**src/rtl/uart_pkg.sv**
```systemverilog
// uart_pkg: definitions shared by the configurable UART transmitter and the
// future receiver.
//   PARITY_*      parity mode encodings used by the PARITY parameter
//   uart_state_e  frame state encoding
//   parity_bit()  parity bit for a payload, zero-extended to MAX_DATA_BITS
package uart_pkg;

  localparam int PARITY_NONE   = 0;
  localparam int PARITY_ODD    = 1;
  localparam int PARITY_EVEN   = 2;
  localparam int MAX_DATA_BITS = 9;

  typedef enum logic [2:0] {
    ST_IDLE   = 3'd0,
    ST_START  = 3'd1,
    ST_DATA   = 3'd2,
    ST_PARITY = 3'd3,
    ST_STOP   = 3'd4
  } uart_state_e;

  // Even parity is the XOR of the payload (total ones becomes even); odd
  // parity is its complement. Zero-extension does not change the result.
  function automatic logic parity_bit(input logic [MAX_DATA_BITS-1:0] data,
                                      input int mode);
    return (mode == PARITY_ODD) ? ~(^data) : (^data);
  endfunction

endpackage

```
**src/rtl/uart_tx_cfg_if.sv**
```systemverilog
// uart_tx_cfg_if: valid/ready byte handshake into the UART transmitter.
//   tx_data   payload word, sampled only on tx_valid && tx_ready
//   tx_valid  producer has a word
//   tx_ready  transmitter holding register is empty
// Modports: master = producer side, slave = transmitter side.
interface uart_tx_cfg_if #(
  parameter int DATA_BITS = 8
);
  logic [DATA_BITS-1:0] tx_data;
  logic                 tx_valid;
  logic                 tx_ready;

  modport master (output tx_data, output tx_valid, input tx_ready);
  modport slave  (input tx_data, input tx_valid, output tx_ready);
endinterface

```
**src/rtl/uart_baud_tick.sv**
```systemverilog
// uart_baud_tick: bit-period timer, shared by the UART transmitter and receiver.
//   clk, rst_n  clock and asynchronous active-low reset
//   clear       restart the period (counter to 0 on the next edge)
//   tick        high in the last cycle of each CPB-cycle period
module uart_baud_tick #(
  parameter int CPB = 1250
) (
  input  logic clk,
  input  logic rst_n,
  input  logic clear,
  output logic tick
);
  localparam int CW = $clog2(CPB);

  logic [CW-1:0] cnt_q, cnt_d;

  assign tick = (cnt_q == CW'(CPB - 1));

  always_comb begin
    cnt_d = cnt_q + 1'b1;
    if (clear || tick) cnt_d = '0;
  end

  always_ff @(posedge clk or negedge rst_n) begin
    // NOTE: sequential state is always updated with <= so every flop samples
    // the pre-edge values regardless of process ordering.
    if (!rst_n) cnt_q <= '0;
    else        cnt_q <= cnt_d;
  end
endmodule

```
**src/rtl/uart_tx_cfg.sv**
```systemverilog
// uart_tx_cfg: parametrised UART serialiser with a one-entry holding register.
// Frame: start(0), DATA_BITS LSB first, optional parity, STOP_BITS stop(1).
//   clk, rst_n  clock and asynchronous active-low reset
//   bus         valid/ready payload handshake (slave side)
//   tx          registered serial line, idle high
//   busy        a frame is on the line
module uart_tx_cfg
  import uart_pkg::*;
#(
  parameter int CPB       = 1250,
  parameter int DATA_BITS = 8,
  parameter int PARITY    = PARITY_NONE,
  parameter int STOP_BITS = 1
) (
  input  logic         clk,
  input  logic         rst_n,
  uart_tx_cfg_if.slave bus,
  output logic         tx,
  output logic         busy
);
  localparam int IDX_W = 4;  // covers both DATA_BITS-1 (max 8) and STOP_BITS-1

  if (CPB < 2 || DATA_BITS < 5 || DATA_BITS > MAX_DATA_BITS ||
      !(PARITY inside {PARITY_NONE, PARITY_ODD, PARITY_EVEN}) ||
      !(STOP_BITS inside {1, 2})) begin : g_bad_params
    $error("uart_tx_cfg: illegal parameter combination");
  end

  uart_state_e          state_q, state_d;
  logic [DATA_BITS-1:0] shift_q, shift_d;
  logic                 par_q, par_d;
  logic [IDX_W-1:0]     idx_q, idx_d;
  logic [DATA_BITS-1:0] hold_q, hold_d;
  logic                 hold_full_q, hold_full_d;
  logic                 tx_q, tx_d;

  logic                 hs;
  logic                 tick;
  logic                 bit_clear;
  logic                 load;
  logic [DATA_BITS-1:0] load_word;

  assign bus.tx_ready = !hold_full_q;
  assign hs           = bus.tx_valid && !hold_full_q;
  assign busy         = (state_q != ST_IDLE);
  assign tx           = tx_q;

  // Every state starts a fresh bit period; within DATA and STOP the timer
  // simply wraps at terminal count.
  assign bit_clear = (state_d != state_q) || (state_q == ST_IDLE);

  uart_baud_tick #(.CPB(CPB)) u_baud_tick (
    .clk   (clk),
    .rst_n (rst_n),
    .clear (bit_clear),
    .tick  (tick)
  );

  always_comb begin
    // NOTE: every _d signal and local takes a default first so no path through
    // the case leaves it unassigned, which would infer a latch.
    state_d     = state_q;
    shift_d     = shift_q;
    par_d       = par_q;
    idx_d       = idx_q;
    hold_d      = hold_q;
    hold_full_d = hold_full_q;
    tx_d        = tx_q;
    load        = 1'b0;
    load_word   = hold_q;

    unique case (state_q)
      ST_IDLE: begin
        tx_d = 1'b1;
        // A word parked while the last frame ended still gets one idle cycle.
        if (hold_full_q) begin
          load = 1'b1;
        end else if (hs) begin
          load      = 1'b1;
          load_word = bus.tx_data;
        end
      end
      ST_START: begin
        if (tick) begin
          state_d = ST_DATA;
          idx_d   = '0;
          tx_d    = shift_q[0];
        end
      end
      ST_DATA: begin
        if (tick) begin
          if (idx_q == IDX_W'(DATA_BITS - 1)) begin
            idx_d = '0;
            if (PARITY != PARITY_NONE) begin
              state_d = ST_PARITY;
              tx_d    = par_q;
            end else begin
              state_d = ST_STOP;
              tx_d    = 1'b1;
            end
          end else begin
            idx_d   = idx_q + 1'b1;
            shift_d = shift_q >> 1;
            tx_d    = shift_q[1];
          end
        end
      end
      ST_PARITY: begin
        if (tick) begin
          state_d = ST_STOP;
          tx_d    = 1'b1;
        end
      end
      ST_STOP: begin
        if (tick) begin
          if (idx_q == IDX_W'(STOP_BITS - 1)) begin
            idx_d = '0;
            if (hold_full_q) begin
              load = 1'b1;  // back-to-back: next start bit with no idle gap
            end else begin
              state_d = ST_IDLE;
              tx_d    = 1'b1;
            end
          end else begin
            idx_d = idx_q + 1'b1;
          end
        end
      end
      default: begin
        state_d = ST_IDLE;
        tx_d    = 1'b1;
      end
    endcase

    if (load) begin
      state_d     = ST_START;
      shift_d     = load_word;
      par_d       = parity_bit(MAX_DATA_BITS'(load_word), PARITY);
      hold_full_d = 1'b0;
      tx_d        = 1'b0;
    end

    // tx_ready is low whenever the holding register is full, so this never
    // coincides with a load from the holding register.
    if (hs && state_q != ST_IDLE) begin
      hold_d      = bus.tx_data;
      hold_full_d = 1'b1;
    end
  end

  always_ff @(posedge clk or negedge rst_n) begin
    if (!rst_n) begin
      // NOTE: the data registers are reset as well as the control flops; it is
      // only a handful of bits and keeps the payload path free of X after reset.
      state_q     <= ST_IDLE;
      shift_q     <= '0;
      par_q       <= 1'b0;
      idx_q       <= '0;
      hold_q      <= '0;
      hold_full_q <= 1'b0;
      tx_q        <= 1'b1;
    end else begin
      state_q     <= state_d;
      shift_q     <= shift_d;
      par_q       <= par_d;
      idx_q       <= idx_d;
      hold_q      <= hold_d;
      hold_full_q <= hold_full_d;
      tx_q        <= tx_d;
    end
  end
endmodule
```
**src/flat_wrapper.sv**
```systemverilog
// flat-port wrapper written by rule: the top's interface ports become plain ports
module uart_tx_cfg_flat import uart_pkg::*;
#(
  parameter int CPB       = 1250,
  parameter int DATA_BITS = 8,
  parameter int PARITY    = PARITY_NONE,
  parameter int STOP_BITS = 1
)
  (clk, rst_n, tx, busy, bus_tx_data, bus_tx_valid, bus_tx_ready);
  uart_tx_cfg_if #(.DATA_BITS(DATA_BITS)) bus_i ();
  input  logic clk;
  input  logic rst_n;
  output logic tx;
  output logic busy;
  input wire logic [$bits(bus_i.tx_data)-1:0] bus_tx_data;
  input wire logic [$bits(bus_i.tx_valid)-1:0] bus_tx_valid;
  output wire logic [$bits(bus_i.tx_ready)-1:0] bus_tx_ready;
  assign bus_i.tx_data = bus_tx_data;
  assign bus_i.tx_valid = bus_tx_valid;
  assign bus_tx_ready = bus_i.tx_ready;
  uart_tx_cfg #(.CPB(CPB), .DATA_BITS(DATA_BITS), .PARITY(PARITY), .STOP_BITS(STOP_BITS)) u_core (.clk(clk), .rst_n(rst_n), .bus(bus_i), .tx(tx), .busy(busy));
endmodule
```
**config.mk**
```make
export PLATFORM = sky130hd
export DESIGN_NAME = uart_tx_cfg_flat
export DESIGN_NICKNAME = d
export VERILOG_FILES = /design/src/rtl/uart_pkg.sv /design/src/rtl/uart_tx_cfg_if.sv /design/src/rtl/uart_baud_tick.sv /design/src/rtl/uart_tx_cfg.sv /design/src/flat_wrapper.sv
export SDC_FILE = /design/constraint.sdc
export NUM_CORES = 1
export LEC_CHECK = 0
export BUFFER_PORTS_ARGS = -buffer_cell sky130_fd_sc_hd__buf_2
export CORE_MARGIN = 3
export CORE_UTILIZATION = 40
export DETAILED_ROUTE_END_ITERATION = 12
export SLEW_MARGIN = 20
export SYNTH_ARGS = -nofsm -noshare
export SYNTH_HDL_FRONTEND = slang
export SYNTH_SLANG_ARGS = --single-unit
```
**constraint.sdc**
```tcl
create_clock -name clk -period 4.4 [get_ports clk]
set_input_delay 0.22 -clock clk [delete_from_list [all_inputs] [get_ports clk]]
set_output_delay 0.22 -clock clk [all_outputs]
set_load 0.02 [all_outputs]
```
==> flow_summary.toml <==
[worst_setup_path]
crit_path_end_kind = "flip-flop"
cp-start-kind = "flip-flop"
arrival_ps = 2650
slowest_delay_ps = 670
crit_slowest_cell = "nor4_4"
worstRegToRegCells = 4
cp.required_ps = 4580
regToRegSetupSlack_ps = 1920
path_max_fanout = 14
crit_buf_inv = 0
r2r_start = "u_core.u_baud_tick.cnt_q[3]"
r2r_end = "u_core.idx_q[3]"
path_delay_family = "simple AND/OR/NAND/NOR gates"
critPathKind = "reg -> reg"
worstPathCellList = "or4b_1 > nor4_4 > o21ai_1 > a221o_1"

[finish]
antenna_cells = 0
fin_nets = 206
final_core_utilization_pct = 47.01
drive_gt1_share_pct = 15.10
area_delta_synth_final_pct = 10.23

[yosys]
ys_seq_area_share_pct = 47.28
synth_top_cell_by_area = "dfrtp_1"
synth_nets = 194
synth.avg_cell_area_um2 = 10.66
synth_edf_count = 0
syn_area_um2 = 1908
synthCells = 179
async_reset_ff_share_pct = 100.0
ys_ff_latch = 36
yosysUniqueCellTypes = 48
ys_warn_count = 0
synth.area.top_cells = "dfrtp_1 (46%), mux2i_1 (4.7%), a211oi_1 (4.7%)"
synth_top_area_share_pct = 45.90
synthFlopType = "dfrtp_1"

[pwr]
powerDensity_nw_per_um2 = 516.0
ir_drop_uv = 284.7
combPwrFrac_pct = 28.4
switchingPower_uw = 370.4
power.internal_uw = 715.0
sequentialPowerShare_pct = 49.0
p_sw_share_pct = 34.13
pwr-share-clk_pct = 22.7
p_leak_uw = 0.0008991

[global_route]
grt_overflow = 0
grt.total_usage_pct = 16.68
grt_pass1_vias = 1492
antenna_found_initial = 0
grt_pass1_wl_mm = 7.141
grt_max_degree = 37

[routing]
viasPerCell = 5.947
drt-pass1-iter-count = 4
wl_met3_um = 174
drc = 0
wl_met1_mm = 1.943
vias = 1451
top_layer_used = "met4"
drt-initial-drc-count = 169
routed_wl_mm = 4.056
ant_nets = 0
wire_per_inst_um = 16.62
wl_met2_mm = 1.869

[placement]
dp_hpwl_mm = 2.788
portBuffers = 13
place_congestion = 0.8132

[die]
num_io_pins = 14
row_count = 24
start_util_pct = 42.65
die_h_um = 75.07
die_w_um = 75.07
coreArea_um2 = 4474
die_area_um2 = 5635

[clock_network]
max-clock-path-buffers = 2
ctsHtreeMaxLevel = 2
post_cts.repair.setup_buffers = 0
cts-root-buf = "clkbuf_8"
cts_tree = "yes"
cts_sinks = 36
post_cts_resized = 0
numCtsBuffers = 5
hold_buffers = 0
clkLatencyLatePin_ps = 300
path_clk_slew_ps = 70

[min_path]
hold_path_class = "in -> async"

[timing]
slew_headroom_pct = 42.29
finalSetupTns_ps = 0
setup_viol = 0
fin_skew_ps = 5.421
slew_violations = 0
final_hold_viol_count = 0
worstMarginPinSlew_ps = 859.2
post-route-period-util_pct = 56.26
fin_crit_ps = 2476
fmax_mhz = 404.0
rsz0062_at_grt = "no"

[outcome]
status = "finished clean"

[job]
drv_cap = 0
==> worst max-delay path by stage <==
stage	end	from	depth (start not counted)	slack (ps)
floorplan	u_core.u_baud_tick.cnt_q[2]	u_core.u_baud_tick.cnt_q[3]	6	2380
global placement	u_core.idx_q[3]	u_core.u_baud_tick.cnt_q[3]	4	1760
detailed placement	u_core.shift_q[7]	u_core.u_baud_tick.cnt_q[2]	4	2000
CTS	u_core.shift_q[7]	u_core.u_baud_tick.cnt_q[3]	4	1970
global route	u_core.idx_q[3]	u_core.u_baud_tick.cnt_q[2]	4	1810
finish	u_core.idx_q[3]	u_core.u_baud_tick.cnt_q[3]	4	1920
==> placed cells by master (no fill, tap or decap), types with 2 or more instances in the layout <==
cell type,instances
o31a_1,2
mux2_2,2
dfrtp_1,35
a211oi_1,12
clkbuf_8,6
nand2_1,4
a21oi_1,3
mux2i_1,9
xnor2_1,6
nand3_1,4
and3_1,3
a221o_1,2
nor3_1,5
xor2_1,4
ha_1,4
nand4_1,5
inv_1,10
a22o_1,2
mux2_1,8
nor3b_1,4
clkinv_2,2
nor2_1,18
buf_2,13
o21ai_1,4
==> logic make-up after synthesis <==
family,Yosys count,share of synthesized area (%)
AO/OA/AOI/OAI,36,14.43
buffers and inverters,18,3.869
multiplexers,19,10.62
flip-flops,36,47.28
adder cells (fa/ha/maj),4,2.623
AND/OR/NAND/NOR,56,16.59
XOR/XNOR,10,4.590
==> sequential cells by signal, summed over array words and instances, names as in the netlist <==
register,count
u_core.u_baud_tick.cnt_q,11
u_core.hold_q,8
u_core.shift_q,8
u_core.idx_q,4
u_core.state_q,3
u_core.hold_full_q,1
u_core.tx,1
==> Yosys cell counts, drive strengths merged, types with 2 or more instances <==
| master | count |
|---|---|
| mux2 | 10 |
| nand4 | 5 |
| clkbuf | 3 |
| buf | 5 |
| mux2i | 9 |
| nand2 | 4 |
| nor4 | 2 |
| o31a | 2 |
| xnor2 | 6 |
| xor2 | 4 |
| or3b | 2 |
| nand3 | 4 |
| nor2 | 18 |
| o21ai | 5 |
| a21oi | 3 |
| a31o | 2 |
| nor3 | 5 |
| nor3b | 4 |
| a211oi | 12 |
| a221oi | 2 |
| a22o | 2 |
| ha | 4 |
| a221o | 2 |
| inv | 10 |
| and3 | 3 |
| dfrtp | 35 |
==> power groups by stage <==
stage | clock [uW] | combinational [uW] | sequential, uW
global route | 268 | 348 | 548
floorplan | 0 | 243 | 511
CTS | 249 | 311 | 530
detailed placement | 0 | 308 | 537
global placement | 0 | 297 | 526
finish | 246 | 308 | 531
==> area by class of cell <==
class / count / area [um2]
Timing Repair Buffer: 13 / 65.06
Sequential cell: 36 / 902.1
Multi-Input combinational cell: 125 / 940.9
Fill cell: 416 / 2371
Tap cell: 52 / 65.06
Inverter: 10 / 37.54
Clock inverter: 2 / 10.01
Clock buffer: 6 / 82.58
==> through the flow <==
step	total power [uW]	worst slack [ps]	cell area [um2]	hold WS, ps	cells
2_1_floorplan	754.5	2385	1908	-75.59	179
3_3_place_gp	823.5	1758	2002	331.5	236
3_5_place_dp	845.6	2000	2011	365.3	236
4_1_cts	1090	1966	2103	51.96	244
5_1_grt	1164	1815	2103	78.95	244
6_report	1085	1924	2103	7.665	244
==> layer usage <==
metal	vias to the layer above	track usage, %
met5	-	0
met4	0	7.115
met3	8	3.605
met2	38	25.82
met1	722	22.51
li1	683	-
==> worst reg2reg max path, cell delays in order, from the launching register on <==
cell	delay, ps
dfrtp_1	430
or4b_1	600
nor4_4	670
o21ai_1	290
a221o_1	360
(Power assumes the default switching activity.)
